File: src/rtl/ktc16_cpu.sv
// KTC16 multicycle CPU: 16-bit instructions, 32-bit datapath, one unified word-wide memory port.
// Fetch/execute takes 2 cycles; lw/sw add a memory cycle.
module ktc16_cpu #(
    parameter logic [31:0] RESET_PC = 32'h0
) (
    input  logic        clk,
    input  logic        reset,
    input  logic [31:0] rd,
    output logic        memwrite,
    output logic [31:0] addr,
    output logic [31:0] wd
);

    localparam logic [1:0] FETCH = 2'd0;
    localparam logic [1:0] EXEC  = 2'd1;
    localparam logic [1:0] MEM   = 2'd2;

    localparam logic [4:0] OP_R    = 5'd0;
    localparam logic [4:0] OP_ADDI = 5'd1;
    localparam logic [4:0] OP_LI   = 5'd2;
    localparam logic [4:0] OP_LSI  = 5'd3;
    localparam logic [4:0] OP_LW   = 5'd4;
    localparam logic [4:0] OP_SW   = 5'd5;
    localparam logic [4:0] OP_BEQ  = 5'd6;
    localparam logic [4:0] OP_BNE  = 5'd7;
    localparam logic [4:0] OP_BLT  = 5'd8;
    localparam logic [4:0] OP_BLTU = 5'd9;
    localparam logic [4:0] OP_JAL  = 5'd10;

    logic [1:0]  state, state_n;
    logic [31:0] pc, pc_n;
    logic [15:0] ir, ir_n;
    logic [31:0] regs [8];
    logic        memwrite_n;
    logic [31:0] addr_n, wd_n;

    logic [4:0]  op, f;
    logic [2:0]  di, si;
    logic [7:0]  i8;
    logic [31:0] dv, sv, pc2, imm8, off8, off5;
    logic [29:0] ea_word;
    logic        we;
    logic [31:0] wval;

    assign op = ir[15:11];
    assign di = ir[10:8];
    assign si = ir[7:5];
    assign f  = ir[4:0];
    assign i8 = ir[7:0];

    // regs[0] is reset and never written, so it always reads zero
    assign dv   = regs[di];
    assign sv   = regs[si];
    assign pc2  = pc + 32'd2;
    assign imm8 = {{24{i8[7]}}, i8};
    assign off8 = {{23{i8[7]}}, i8, 1'b0};
    assign off5 = {{26{f[4]}}, f, 1'b0};
    // zext(i5)<<2 never touches the low two bits, so only the word part needs adding
    assign ea_word = sv[31:2] + 30'(f);

    // next-state, write-back and next memory-port values
    always_comb begin
        state_n    = state;
        pc_n       = pc;
        ir_n       = ir;
        we         = 1'b0;
        wval       = 32'd0;
        memwrite_n = 1'b0;
        addr_n     = {pc[31:2], 2'b00};
        wd_n       = wd;
        case (state)
            FETCH: begin
                ir_n    = pc[1] ? rd[31:16] : rd[15:0];
                state_n = EXEC;
            end
            EXEC: begin
                state_n = FETCH;
                pc_n    = pc2;
                case (op)
                    OP_R: begin
                        we = 1'b1;
                        case (f)
                            5'd0:  wval = sv;
                            5'd1:  wval = dv + sv;
                            5'd2:  wval = dv - sv;
                            5'd3:  wval = dv & sv;
                            5'd4:  wval = dv | sv;
                            5'd5:  wval = dv ^ sv;
                            5'd6:  wval = dv << sv[4:0];
                            5'd7:  wval = dv >> sv[4:0];
                            5'd8:  wval = 32'($signed(dv) >>> sv[4:0]);
                            5'd9:  wval = {31'd0, $signed(dv) < $signed(sv)};
                            5'd10: wval = {31'd0, dv < sv};
                            5'd11: begin
                                wval = pc2;
                                pc_n = {sv[31:1], 1'b0};
                            end
                            default: we = 1'b0;
                        endcase
                    end
                    OP_ADDI: begin
                        we   = 1'b1;
                        wval = dv + imm8;
                    end
                    OP_LI: begin
                        we   = 1'b1;
                        wval = imm8;
                    end
                    OP_LSI: begin
                        we   = 1'b1;
                        wval = {dv[23:0], i8};
                    end
                    OP_LW: state_n = MEM;
                    OP_SW: begin
                        state_n    = MEM;
                        memwrite_n = 1'b1;
                        wd_n       = dv;
                    end
                    OP_BEQ:  if (dv == sv) pc_n = pc2 + off5;
                    OP_BNE:  if (dv != sv) pc_n = pc2 + off5;
                    OP_BLT:  if ($signed(dv) < $signed(sv)) pc_n = pc2 + off5;
                    OP_BLTU: if (dv < sv) pc_n = pc2 + off5;
                    OP_JAL: begin
                        we   = 1'b1;
                        wval = pc2;
                        pc_n = pc2 + off8;
                    end
                    default: ;
                endcase
                addr_n = (state_n == MEM) ? {ea_word, 2'b00} : {pc_n[31:2], 2'b00};
            end
            MEM: begin
                state_n = FETCH;
                if (op == OP_LW) begin
                    we   = 1'b1;
                    wval = rd;
                end
            end
            default: state_n = FETCH;
        endcase
    end

    // state, architectural registers and registered memory-port outputs
    always_ff @(posedge clk) begin
        if (!reset) begin
            state    <= FETCH;
            pc       <= RESET_PC;
            ir       <= 16'd0;
            memwrite <= 1'b0;
            addr     <= RESET_PC;
            wd       <= 32'd0;
            for (int i = 0; i < 8; i++) regs[i] <= 32'd0;
        end else begin
            state    <= state_n;
            pc       <= pc_n;
            ir       <= ir_n;
            memwrite <= memwrite_n;
            addr     <= addr_n;
            wd       <= wd_n;
            if (we && di != 3'd0) regs[di] <= wval;
        end
    end

endmodule

File: config.mk
export PLATFORM = sky130hd
export DESIGN_NAME = ktc16_cpu
export DESIGN_NICKNAME = d
export VERILOG_FILES = /design/src/rtl/ktc16_cpu.sv
export SDC_FILE = /design/constraint.sdc
export NUM_CORES = 2
export LEC_CHECK = 0
export ABC_AREA = 1
export BUFFER_PORTS_ARGS = -buffer_cell sky130_fd_sc_hd__buf_2
export CAP_MARGIN = 20
export CORE_MARGIN = 2
export CORE_UTILIZATION = 51
export DETAILED_ROUTE_END_ITERATION = 12
export PLACE_DENSITY_LB_ADDON = 0.05
export SLEW_MARGIN = 20
export SYNTH_ARGS = -nofsm -noshare
export SYNTH_HDL_FRONTEND = slang
export SYNTH_SLANG_ARGS = --single-unit
File: constraint.sdc
create_clock -name clk -period 5.3 [get_ports clk]
set_input_delay 0 -clock clk [delete_from_list [all_inputs] [get_ports clk]]
set_output_delay 0 -clock clk [all_outputs]
set_load 0.05 [all_outputs]
=== Word-level counts from Yosys, hierarchy flattened ===
Memory sizes are Yosys's and may differ from the RTL's. A register that Yosys moved wholly into a read port is not among the register bits.
Index checks and enable logic that the tools add are counted.

* Register bits after elaboration: 115
* RAM bits: 256
* Output and inout bits: 65
* Memories: 1

* Add/subtract/negate cells: 7
* Magnitude comparators: 2
* Equality and inequality tests: 26
* Shift-type cells: 3
* Mux-type cells: 32
* Bitwise logic cells: 3
* Reductions and logical operators: 11

{| class="wikitable"
|+ Memory list
! memory !! words !! bits a word !! read ports !! clocked after memory_dff !! wr ports !! line !! text
|-
| regs || 8 || 32 || 2 || 2 || 8 || 33 || <nowiki>logic [31:0] regs [8];</nowiki>
|}

{| class="wikitable"
|+ Operators by type and width
! operator !! count
|-
| $pmux W32 S12 || 1
|-
| $mux W32 || 9
|-
| $pmux W32 S6 || 1
|-
| $pmux W32 S5 || 1
|-
| $add A32 B32 Y32 || 4
|-
| $lt A32 B32 Y1 || 2
|-
| $pmux W32 S2 || 1
|-
| $eq A5 B3 Y1 const B || 8
|-
| $eq A5 B4 Y1 const B || 7
|-
| $add A32 B2 Y32 const B || 1
|-
| $and A32 B32 Y32 || 1
|-
| $eq A32 B32 Y1 || 1
|-
| $ne A32 B32 Y1 || 1
|-
| $or A32 B32 Y32 || 1
|-
| $reduce_or A32 Y1 || 1
|-
| $shl A32 B5 Y32 || 1
|-
| $shr A32 B5 Y32 || 1
|-
| $sshr A32 B5 Y32 || 1
|-
| $sub A32 B32 Y32 || 1
|-
| $xor A32 B32 Y32 || 1
|-
| $add A30 B5 Y30 || 1
|-
| $eq A5 B2 Y1 const B || 4
|-
| $mux W16 || 1
|-
| $mux W3 || 5
|-
| other kinds (15) || 28
|}

=== Logic depth before layout (Yosys ltp) ===
* Depth after elaboration: 11
* Mapped depth: 36
* Mapped depth without buffers: 33

=== Worst setup path after synthesis ===
No wires, ideal clock.

* Path type: register to register
* Start: reg with a tool-made name
* End: mem regs[2][26], data pin
* Arrival time: 3.528 ns
* Required time: 5.034 ns
* Path slack: 1.506 ns
* Cell stages (with the launch flop): 34
* Cells stage by stage: dfxtp_1 -> buf_4 -> buf_6 -> buf_2 -> a21oi_1 -> o21ai_0 -> nand2_1 -> nand2_1 -> nand2_1 -> inv_1 -> ha_1 -> fa_1 -> inv_1 -> nand2_1 -> nand2_1 -> nand2_1 -> nand2_2 -> inv_1 -> o21bai_1 -> nand2_1 -> nand2_1 -> nand2_1 -> o21ai_0 -> nand2_1 -> nand2_1 -> nand2_1 -> nand3_1 -> nand3_1 -> nand2_1 -> nand2_1 -> nand2_1 -> nand2_1 -> nand2_1 -> nor2_1

{| class="wikitable"
|+ RTL lines
! item !! line
|-
| end: declaration || 33
|}

=== Final worst setup path ===
* Start: reg pc[1]
* End: reg pc[18]

* Longest elaborated chain between the ends: 4
* Elaborated cells on any way between the ends: 9

{| class="wikitable"
|+ Ends and longest elaborated chain
! item !! line !! text
|-
| start: declaration || 31 || <nowiki>logic [31:0] pc, pc_n;</nowiki>
|-
| start signal: assignment || 155 || <nowiki>pc <= pc_n;</nowiki>
|-
| $add A32 B2 Y32 * || 54 || <nowiki>assign pc2 = pc + 32'd2;</nowiki>
|-
| $add A32 B32 Y32 || -- ||
|-
| $mux W32 (on tied branches) || -- ||
|-
| $pmux W32 S6 * || 79 || <nowiki>case (op)</nowiki>
|}

Every way passes the cells marked *; elsewhere a longest branch is shown, timed or not.
A chain may end at the register's enable or synchronous reset.

==> impl_results.md <==
- Status: complete, no violations
- Setup bufs post-CTS: 0
- I/O pins: 99
- Synth Flop Type: edfxtp_1
- Via count: 46561
- Fin Hold WS: 14.1 ps
- Worst-skew pair later-pin latency: around 630 ps
- Die Width: 276 µm
- Yosys warns: 0
- Period minus WS final: 5160 ps
- WL per Instance: roughly 28 µm
- Initial core utilization: 51.7%
- Clk slew on worst S/H paths: ~60 ps
- Global-route wire length before repair: 285000 µm
- CTS buffer count: 45
- Port Buffers: 96
- H-tree depth: 2
- Maxcap violations: 0
- Final Wtd Congestion: 1.19
- DP Wirelength: 153000 µm
- Initial antenna violation count: 15
- Power Dens Cells: between 300 and 400 mW/mm²
- Hold path cells: 5
- Num rows: 99
- Final Setup Violations: 0
- Worst path arrival time: 5620 ps
- Delay-heaviest family, CP: compound AO/OA/AOI/OAI gates
- Crit. End Element: flip-flop
- Commonest non-fill, non-tap cell in the layout: nand2_1
- Area Overhead vs Synth: 12.1%
- CP max stage cell: inv_1
- Clk_skew: 29.6 ps
- Gr usage total: 51.0%
- Hold Crit Start: rd[12]
- Register area share after synthesis: 26.6%
- Netlist cell types: 68
- Worst-case reg-to-reg path depth: 23
- Initial DRT Pass Iterations: 7
- Met2 Track Usage GR: 68.5%
- Critical Path Max Stage Delay: 540 ps
- Fin nets: 6512
- Fin area: 0.0424 mm²
- Die area: 0.0764 mm²
- FFs w/ async S/R, synth: 0%
- Mapped Area: 0.0378 mm²
- Worst r2r src: pc[1]
- Maximum VDD drop: 0.000298 V
- Buf/Inv on CP: 4
- Final period util: 97.4%
- Highest-count cells in the layout ignoring fill and taps: nand2_1 (1765), inv_1 (688), nand3_1 (590)
- Largest cells by area after synthesis: edfxtp_1 (20%), nand2_1 (18%), nand3_1 (7.8%), inv_1 (6.8%), ha_1 (6.4%)
- DRT iter0 DRCs: 8087
- Final Slew Violations: 0
- CTS tree: yes
- Met3 global-route usage: 23.3%
- Avg Synthesized Cell Area: between 6 and 7 µm²
- Core area: 0.0732 mm²
- Grt total ovfl: 0
- Routed wire length: ~200000 µm
- Maximum clock frequency: 194 MHz
- Antenna Violating Nets Remaining: 0
- Mapped Cells: 6081
- Total stage count of the critical path: 23
- Die Span Y: 276 µm
- Top-area cell type share of the netlist area: 20.3%
- Type of origin of the critical path: flip-flop
- Slew at the pin closest to its max-slew limit: 1350 ps
- WP data required: ~5800 ps
- EDFF count, synth: 256
- Crit-path cells: ha_1 > nand3_1 > nor3_2 > nand2_1 > o21ai_0 > nand2_1 > inv_1 > ha_1 > a21oi_1 > o21ai_0 > a21oi_1 > o21ai_0 > buf_4 > nand2_1 > nand2_1 > buf_4 > o21ai_0 > o21ai_0 > a21oi_1 > nand2_1 > nand2_1 > buf_4 > o21ai_0
- Layout cells sized above 1: a little over 10%
- DP Area: ~0.040 mm²
- CTS root buffer: clkbuf_16
- Setup CP Type: flip-flop to flip-flop
- Hold crit path type: input pin to flip-flop
- Vias per cell: between 6 and 7
- Number of synthesized register bits: 374
- Largest net degree at the start of global routing: 71
- Synth area leader: edfxtp_1
- Leak: 20.2 nW
- Total power: approximately 0.016 W
- Vias in the first global route: 41203
- Clock sinks: 374
- Worst Setup SP: pc[1]
- Met1 Use GR: 64.5%
- Final hold vios: 0
- CTS Buffer Depth: 3
- Worst rel slew slack: between 8 and 9%
- DR DRC count: 0
- Gr busiest metal: met2
- CP Max Fanout: 7
## metrics by stage
| stage | utilization (%) | TNS, ps | setup WS [ps] | cells |
|---|---|---|---|---|
| global route | 57.9 | -0.0946 | -0.0946 | 7277 |
| detailed placement | 55.2 | -300 | -57.0 | 7156 |
| CTS | 57.8 | 0 | 51.1 | 7273 |
| floorplan | - | 0 | 1510 | 6114 |
| global placement | 55.2 | 0 | 3.31 | 7156 |
| finish | 57.9 | 0 | 138 | 7283 |
## final cells by class
class | instances | area (µm²)
Antenna cell | 10 | 25.0
Clock buffer | 58 | 1220
Clock inverter | 24 | 325
Fill cell | 7244 | 30800
Inverter | 736 | 2770
Multi-Input combinational cell | 4716 | 23700
Sequential cell | 374 | 10100
Tap cell | 959 | 1200
Timing Repair Buffer | 406 | 3070
## cell usage after synthesis (all sizes together), types with 13 or more instances
cell and number:
nor3 51, a221oi 20, ha 194, a21oi 481, clkbuf 105, o2111ai 13, inv 726, nand3 596
a21o 18, o211ai 71, nor4 14, dfxtp 118, xor2 51, nor2 602, o221ai 20, o21bai 20
o22ai 23, nand4 67, a31oi 25, o21ai 482, o21a 13, or2 30, nand2 1823, edfxtp 256
xnor2 16, buf 183
## power breakdown
| part | leakage, nW | total (W) | switching, W | internal, W |
|---|---|---|---|---|
| clock network | 0.760 | 0.00334 | 0.00140 | 0.00195 |
| registers | 3.59 | 0.00341 | 0.000144 | 0.00326 |
| logic | 15.9 | 0.00949 | 0.00700 | 0.00249 |
| total | 20.2 | 0.0162 | 0.00854 | 0.00770 |
## what timing repair did
| item | CTS | global route |
|---|---|---|
| hold buffers | 35 | 0 |
| resized for setup | 1 | 15 |
| endpoints found under the setup margin | 7 | 92 |
| pin swaps | 0 | 2 |
| gates cloned | 0 | 0 |
| endpoints found under the hold margin | 86 | 0 |
## flip-flops by register name, summed over array words and instances, names as in the netlist, named ones only
register,cells
addr,30
ir,16
memwrite,1
pc,31
regs,256
state,2
wd,32
## kinds of logic (layout without fill, tap and decap cells)
logic type | after synthesis | count (layout) | share of synthesized area, %
AO/OA/AOI/OAI | 1214 | 1214 | 18.2
XOR/XNOR | 67 | 67 | 1.57
adder cells (fa/ha/maj) | 199 | 199 | 6.68
buffers and inverters | 1024 | 1224 | 11.4
flip-flops | 374 | 374 | 26.6
other | 1 | 44 | 0.00992
AND/OR/NAND/NOR | 3202 | 3202 | 35.7
## worst paths after layout
check | end | slack (ps)
worst max-delay path | pc[18] | 140
worst min-delay path | regs[4][12] | 10
worst max register to register | pc[18] | 140
worst min register to register | pc[31] | 510
## tightest hold or removal path, stage by stage
cell	delay, ps
buf_2	120
nand2_1	60
nand2_1	60
nand2_1	150
nor2_1	120
## routing by layer
metal  wire length [µm]  up-vias
met3              36300      844
met5                428        -
met1              72400    21141
met4              16900       20
li1                   -    20456
met2              76300     4100
Note: power is estimated with default switching activity, not from simulation.
